<file path="config.mk">
export PLATFORM = sky130hd
export DESIGN_NAME = wave_generator_flat
export DESIGN_NICKNAME = d
export VERILOG_FILES = /design/src/rtl/wave_generator_if.sv /design/src/rtl/wave_generator.sv /design/src/flat_wrapper.sv
export SDC_FILE = /design/constraint.sdc
export NUM_CORES = 1
export LEC_CHECK = 0
export ABC_AREA = 1
export BUFFER_PORTS_ARGS = -buffer_cell sky130_fd_sc_hd__buf_2
export CORE_UTILIZATION = 54
export CTS_CLUSTER_SIZE = 12
export DETAILED_ROUTE_END_ITERATION = 10
export PLACE_DENSITY = 0.78
export SYNTH_ARGS = -nofsm -noshare
export SYNTH_HDL_FRONTEND = slang
export SYNTH_SLANG_ARGS = --single-unit
</file>
<file path="constraint.sdc">
create_clock -name clk -period 2.7 [get_ports clk]
set_input_delay 0.675 -clock clk [delete_from_list [all_inputs] [get_ports clk]]
set_output_delay 0.675 -clock clk [all_outputs]
set_load 0.01 [all_outputs]
</file>
<file path="src/rtl/wave_generator_if.sv">
`default_nettype none
// ============================================================================
// Module   : wave_generator_if
// Brief    : Sample bus carrying the 12-bit unsigned waveform sample from
//            the generator (master) to its consumer (slave).
// Revision : 1.0 - initial release
// ============================================================================
interface wave_generator_if;
  logic [11:0] wave;

  modport master (output wave);
  modport slave  (input  wave);
endinterface
`default_nettype wire

</file>
<file path="src/rtl/wave_generator.sv">
`default_nettype none
// ============================================================================
// Module   : wave_generator
// Brief    : Free-running DDS-style waveform source. A 16-bit phase
//            accumulator advances by PHASE_STEP each clock and its pre-update
//            value is mapped to a sawtooth, triangle, square or sine sample.
// Revision : 1.0 - initial release
// ============================================================================
module wave_generator #(
  parameter logic [1:0]  WAVE_TYPE  = 2'd0,    // 0=saw 1=triangle 2=square 3=sine
  parameter logic [15:0] PHASE_STEP = 16'd64,  // accumulator increment per clock
  parameter int unsigned DUTY       = 2048     // square high while acc[15:4] < DUTY
) (
  input  logic             clk,
  input  logic             rst_n,
  wave_generator_if.master bus
);

  // Quarter-wave sine table packed 12 bits per entry, entry k at [12k +: 12].
  // L[k] = round(2047.5 + 2047.5*sin(pi*(2k+1)/1024)); the half-step offset
  // keeps the table symmetric so the four quadrants mirror exactly.
  function automatic logic [256*12-1:0] build_sine_rom();
    logic [256*12-1:0] rom;
    real               theta;
    real               x2;
    real               term;
    real               sum;
    int                val;
    rom = '0;
    for (int k = 0; k < 256; k++) begin
      theta = 3.141592653589793 * real'(2 * k + 1) / 1024.0;
      x2    = theta * theta;
      term  = theta;
      sum   = theta;
      // Taylor series; theta < pi/2 so 12 terms is far below one LSB.
      for (int n = 1; n <= 12; n++) begin
        term = -term * x2 / real'((2 * n) * (2 * n + 1));
        sum  = sum + term;
      end
      val = $rtoi(2047.5 + 2047.5 * sum + 0.5);
      if (val > 4095) val = 4095;
      if (val < 0)    val = 0;
      rom[k*12 +: 12] = val[11:0];
    end
    return rom;
  endfunction

  localparam logic [256*12-1:0] SINE_ROM = build_sine_rom();
  localparam logic [12:0]       DUTY_C   = 13'(DUTY);

  logic [15:0] acc;
  logic [11:0] wave_q;
  logic [11:0] saw_val;
  logic [11:0] tri_val;
  logic [11:0] sq_val;
  logic [7:0]  sine_idx;
  logic [11:0] sine_lut;
  logic [11:0] sine_val;
  logic [11:0] shape;

  // Sawtooth is the top 12 phase bits; triangle folds the upper half down so
  // the peak of 4095 lands just after the half-period point.
  assign saw_val = acc[15:4];
  assign tri_val = acc[15] ? ~acc[14:3] : acc[14:3];
  assign sq_val  = ({1'b0, acc[15:4]} < DUTY_C) ? 12'hFFF : 12'h000;

  // Odd quadrants read the table backwards (255-i == ~i); the lower half of
  // the period is the upper half inverted (4095-x == ~x).
  assign sine_idx = acc[14] ? ~acc[13:6] : acc[13:6];
  assign sine_lut = SINE_ROM[12*32'(sine_idx) +: 12];
  assign sine_val = acc[15] ? ~sine_lut : sine_lut;

  // Select the compile-time shape; the unused paths fold away as constants.
  always_comb begin
    shape = saw_val;
    case (WAVE_TYPE)
      2'd0:    shape = saw_val;
      2'd1:    shape = tri_val;
      2'd2:    shape = sq_val;
      default: shape = sine_val;
    endcase
  end

  // Advance the phase and register the sample of the pre-update phase.
  always_ff @(posedge clk or negedge rst_n) begin
    if (!rst_n) begin
      acc    <= 16'h0000;
      wave_q <= 12'h000;
    end else begin
      acc    <= acc + PHASE_STEP;
      wave_q <= shape;
    end
  end

  assign bus.wave = wave_q;

endmodule
`default_nettype wire

</file>
<file path="src/flat_wrapper.sv">
// flat-port wrapper written by rule: the top's interface ports become plain ports
module wave_generator_flat 
#(
  parameter logic [1:0]  WAVE_TYPE  = 2'd0,                                       
  parameter logic [15:0] PHASE_STEP = 16'd64,                                    
  parameter int unsigned DUTY       = 2048                                          
)
  (clk, rst_n, bus_wave);
  wave_generator_if bus_i ();
  input  logic clk;
  input  logic rst_n;
  output wire logic [$bits(bus_i.wave)-1:0] bus_wave;
  assign bus_wave = bus_i.wave;
  wave_generator #(.WAVE_TYPE(WAVE_TYPE), .PHASE_STEP(PHASE_STEP), .DUTY(DUTY)) u_core (.clk(clk), .rst_n(rst_n), .bus(bus_i));
endmodule
</file>
==> impl_metrics.prom <==
# TYPE chip_impl_metric gauge
chip_impl_info{name="crit_path_top_delay_cell",value="sky130_fd_sc_hd__dfrtp_1"} 1
chip_impl_info{name="hold_class",value="in2async"} 1
chip_impl_metric{name="antenna_found_initial",unit=""} 0
chip_impl_info{name="synth_flop_cell",value="sky130_fd_sc_hd__dfrtp_1"} 1
chip_impl_metric{name="setup_tns_final",unit="ns"} 0
chip_impl_metric{name="synth_warnings",unit=""} 0
chip_impl_metric{name="cts.clk_slew.worst_paths",unit="ns"} 0.10
chip_impl_metric{name="critical_path_buf_inv_count",unit=""} 1
chip_impl_metric{name="final.setup_skew",unit="ns"} 0.00186
chip_impl_metric{name="timing.critical_path.depth",unit=""} 1
chip_impl_metric{name="synth_edf_count",unit=""} 0
chip_impl_metric{name="drt-vias-per-instance",unit=""} 5.05
chip_impl_metric{name="post-route-period-util",unit="%"} 54.8
chip_impl_metric{name="dpl.hpwl",unit="um"} 765
chip_impl_metric{name="synth_async_sr_flop_share",unit="%"} 100
chip_impl_metric{name="detailedPlace.worstSlack",unit="ns"} 1.54
chip_impl_metric{name="area_growth",unit="%"} 11.4
chip_impl_metric{name="synth_cell_types",unit=""} 13
chip_impl_info{name="cts-root-buf",value="sky130_fd_sc_hd__clkbuf_4"} 1
chip_impl_metric{name="die_width",unit="um"} 38.9
chip_impl_info{name="cell_types_with_the_largest_area_share_after_synthesis",value="sky130_fd_sc_hd__dfrtp_1 (68%), sky130_fd_sc_hd__nand2_1 (9.2%), sky130_fd_sc_hd__inv_1 (4.1%)"} 1
chip_impl_info{name="outcome",value="finished clean"} 1
chip_impl_metric{name="fmax",unit="MHz"} 676
chip_impl_metric{name="floorplan.initialDensity",unit="%"} 62.0
chip_impl_metric{name="synthesis.area_per_instance",unit="um2"} 11.3
chip_impl_metric{name="critical_path_arrival",unit="ns"} 0.80
chip_impl_info{name="worst_path_dominant_cell_family",value="flip-flops"} 1
chip_impl_metric{name="post_cts.resized_instances",unit=""} 0
chip_impl_metric{name="insertedDiodeCount",unit=""} 0
chip_impl_metric{name="synth.ff_latch_count",unit=""} 20
chip_impl_metric{name="sequential_cell_area",unit="um2"} 500
chip_impl_metric{name="multi_input_area",unit="um2"} 194
chip_impl_metric{name="maximum_vdd_ir_drop",unit="mV"} 0.489
chip_impl_metric{name="post_synthesis_cell_count",unit=""} 65
chip_impl_info{name="setup.worst_path.class",value="reg2out"} 1
chip_impl_metric{name="r2r_slack",unit="ns"} 1.53
chip_impl_metric{name="clock_insertion_delay_at_the_later_pin_of_the_skew_report",unit="ns"} 0.29
chip_impl_info{name="clock_tree_from_tritoncts",value="yes"} 1
chip_impl_info{name="crit-reg2reg-capture",value="u_core.acc[12]"} 1
chip_impl_info{name="synth_top_area_cell",value="sky130_fd_sc_hd__dfrtp_1"} 1
chip_impl_metric{name="detail-route-antenna-nets",unit=""} 0
chip_impl_metric{name="cts_sinks",unit=""} 20
chip_impl_metric{name="internal_power",unit="uW"} 352
chip_impl_metric{name="cts_inserted_buffers",unit=""} 3
chip_impl_metric{name="grt_pass1_vias",unit=""} 428
chip_impl_metric{name="die_area",unit="mm2"} 0.00151
chip_impl_info{name="synthTopCellsByCount",value="sky130_fd_sc_hd__dfrtp_1 (20), sky130_fd_sc_hd__nand2_1 (18), sky130_fd_sc_hd__inv_1 (8)"} 1
chip_impl_info{name="setup_repair_after_global_routing_missed_its_margin",value="false"} 1
chip_impl_metric{name="static-leakage-power",unit="uW"} 0.000438
chip_impl_info{name="cp-end-kind",value="primary output"} 1
chip_impl_metric{name="core",unit="mm2"} 0.00119
chip_impl_metric{name="cts.repair_timing.setup_buffer_count",unit=""} 0
chip_impl_metric{name="r2r.worst_path.cells",unit=""} 6
chip_impl_metric{name="share_of_post_route_cells_with_drive_strength_above_1",unit="%"} 23.1
chip_impl_metric{name="dr_total_vias",unit=""} 465
chip_impl_metric{name="fin_area",unit="um2"} 820
chip_impl_metric{name="worst_ep_required_time",unit="ns"} 2.03
chip_impl_metric{name="power.share.switching",unit="%"} 19.9
chip_impl_metric{name="clock_path_buffers",unit=""} 2
chip_impl_info{name="path_cells",value="buf_2"} 1
chip_impl_metric{name="maxCapViolations",unit=""} 0
chip_impl_metric{name="first_iter_violations",unit=""} 11
chip_impl_metric{name="drt_wl_total",unit="um"} 1050
chip_impl_metric{name="place_congestion",unit=""} 0.758
chip_impl_metric{name="cpPeakStageDelay",unit="ns"} 0.38
chip_impl_metric{name="gr-usage-all-layers",unit="%"} 20.6
chip_impl_metric{name="std_cell_rows",unit=""} 12
chip_impl_metric{name="cts.htree.levels",unit=""} 1
chip_impl_metric{name="sequential_cell_fraction_of_total_power",unit="%"} 68.1
chip_impl_metric{name="drt_pass1_iterations",unit=""} 4
chip_impl_metric{name="die_h",unit="um"} 38.9
chip_impl_metric{name="netlist_area",unit="um2"} 736
chip_impl_metric{name="clock_power_share",unit="%"} 30.3
chip_impl_metric{name="comb_power_share",unit="%"} 1.6
chip_impl_metric{name="globalRouteOverflowTotal",unit=""} 0
chip_impl_metric{name="synth.top_cell.area_share",unit="%"} 68.0
chip_impl_metric{name="p_sw",unit="uW"} 87.5
chip_impl_metric{name="number_of_hold_buffers_added_after_cts",unit=""} 0
chip_impl_metric{name="grt_start_max_net_pins",unit=""} 21
chip_impl_info{name="startpoint_types",value="flip-flop"} 1
chip_impl_metric{name="final-hold-violation-count",unit=""} 0
chip_impl_metric{name="port_buffers",unit=""} 11
chip_impl_metric{name="layout.nets",unit=""} 83
chip_impl_metric{name="final_max_slew_viol_count",unit=""} 0
chip_impl_metric{name="nFillCells",unit=""} 87
chip_impl_metric{name="power.density",unit="mW/mm2"} 536
chip_impl_metric{name="post_dp_cell_area",unit="um2"} 797
chip_impl_metric{name="crit_path_max_fanout",unit=""} 1
chip_impl_info{name="synth_most_common_cell",value="sky130_fd_sc_hd__dfrtp_1"} 1
chip_impl_metric{name="io_pins",unit=""} 14
chip_impl_metric{name="setup_violations",unit=""} 0
chip_impl_metric{name="grt_first_pass_wirelength",unit="um"} 1860
chip_impl_metric{name="drcViolationCount",unit=""} 0
chip_impl_metric{name="ys_seq_area_share",unit="%"} 68.0
chip_impl_metric{name="routed_wire_length_per_instance",unit="um"} 11.4
chip_impl_metric{name="post-route-min-period",unit="ns"} 1.48
chip_impl_metric{name="setup_slack_of_the_critical_path_after_layout",unit="ns"} 1.22
chip_impl_info{name="rr_startpoint",value="u_core.acc[6]"} 1
layer usage:
layer / vias to the layer above / wire (um) / global-route usage (%)
met4: 0 / 74 / 22.4
met5: - / 0 / 0
li1: 220 / - / -
met1: 219 / 449 / 23.8
met2: 18 / 470 / 27.5
met3: 8 / 54 / 7.51
logic make-up (layout without fill, tap and decap cells):
| logic type | after synthesis | after routing | synth area share, % |
|---|---|---|---|
| AO/OA/AOI/OAI | 1 | 1 | 0.680 |
| XOR/XNOR | 3 | 3 | 3.57 |
| adder cells (fa/ha/maj) | 1 | 1 | 1.70 |
| buffers and inverters | 10 | 22 | 6.12 |
| flip-flops | 20 | 20 | 68.0 |
| other | 1 | 2 | 0.510 |
| AND/OR/NAND/NOR | 29 | 29 | 19.4 |
per-stage QoR:
step	power [uW]	std cells	util (%)	hold WS, ns
6_report	439	92	69.1	0.298
4_1_cts	442	92	69.1	0.307
2_1_floorplan	309	66	-	0.374
3_3_place_gp	312	89	67.2	0.391
3_5_place_dp	313	89	67.2	0.391
5_1_grt	456	92	69.1	0.312
worst max path at each step:
| stage | startpoint | end |
|---|---|---|
| finish | u_core.bus.wave[2] | bus_wave[2] |
| global route | u_core.bus.wave[2] | bus_wave[2] |
| CTS | u_core.bus.wave[7] | bus_wave[7] |
| detailed placement | u_core.acc[6] | u_core.acc[12] |
| global placement | u_core.bus.wave[5] | bus_wave[5] |
| floorplan | u_core.acc[6] | u_core.acc[12] |
placed cells by master (no fill, tap or decap):
master	count
sky130_fd_sc_hd__dfrtp_1	20
sky130_fd_sc_hd__nand2_1	18
sky130_fd_sc_hd__buf_2	11
sky130_fd_sc_hd__inv_1	8
sky130_fd_sc_hd__nand3_1	5
sky130_fd_sc_hd__clkbuf_4	3
sky130_fd_sc_hd__nand3_2	2
sky130_fd_sc_hd__nor2_4	2
sky130_fd_sc_hd__nor2_1	2
sky130_fd_sc_hd__xor2_1	2
sky130_fd_sc_hd__conb_1	2
sky130_fd_sc_hd__o21ai_1	1
sky130_fd_sc_hd__xnor2_1	1
sky130_fd_sc_hd__ha_1	1
registers in the layout, indices dropped and copies added (netlist names):
| name | count |
|---|---|
| u_core.acc | 10 |
| u_core.bus.wave | 10 |
power by group through the flow:
stage	registers [uW]	clock network, uW	logic, uW
floorplan	305	0	3.35
global placement	305	0	7.25
detailed placement	305	0	7.30
CTS	299	135	7.33
global route	299	148	8.16
finish	299	133	6.90
cell type report:
class | instances | area share (%)
Clock buffer | 3 | 2.75
Sequential cell | 20 | 61.1
Tap cell | 14 | 2.14
Multi-Input combinational cell | 36 | 23.7
Inverter | 8 | 3.66
Timing Repair Buffer | 11 | 6.72
Note: power is estimated with default switching activity, not from simulation.
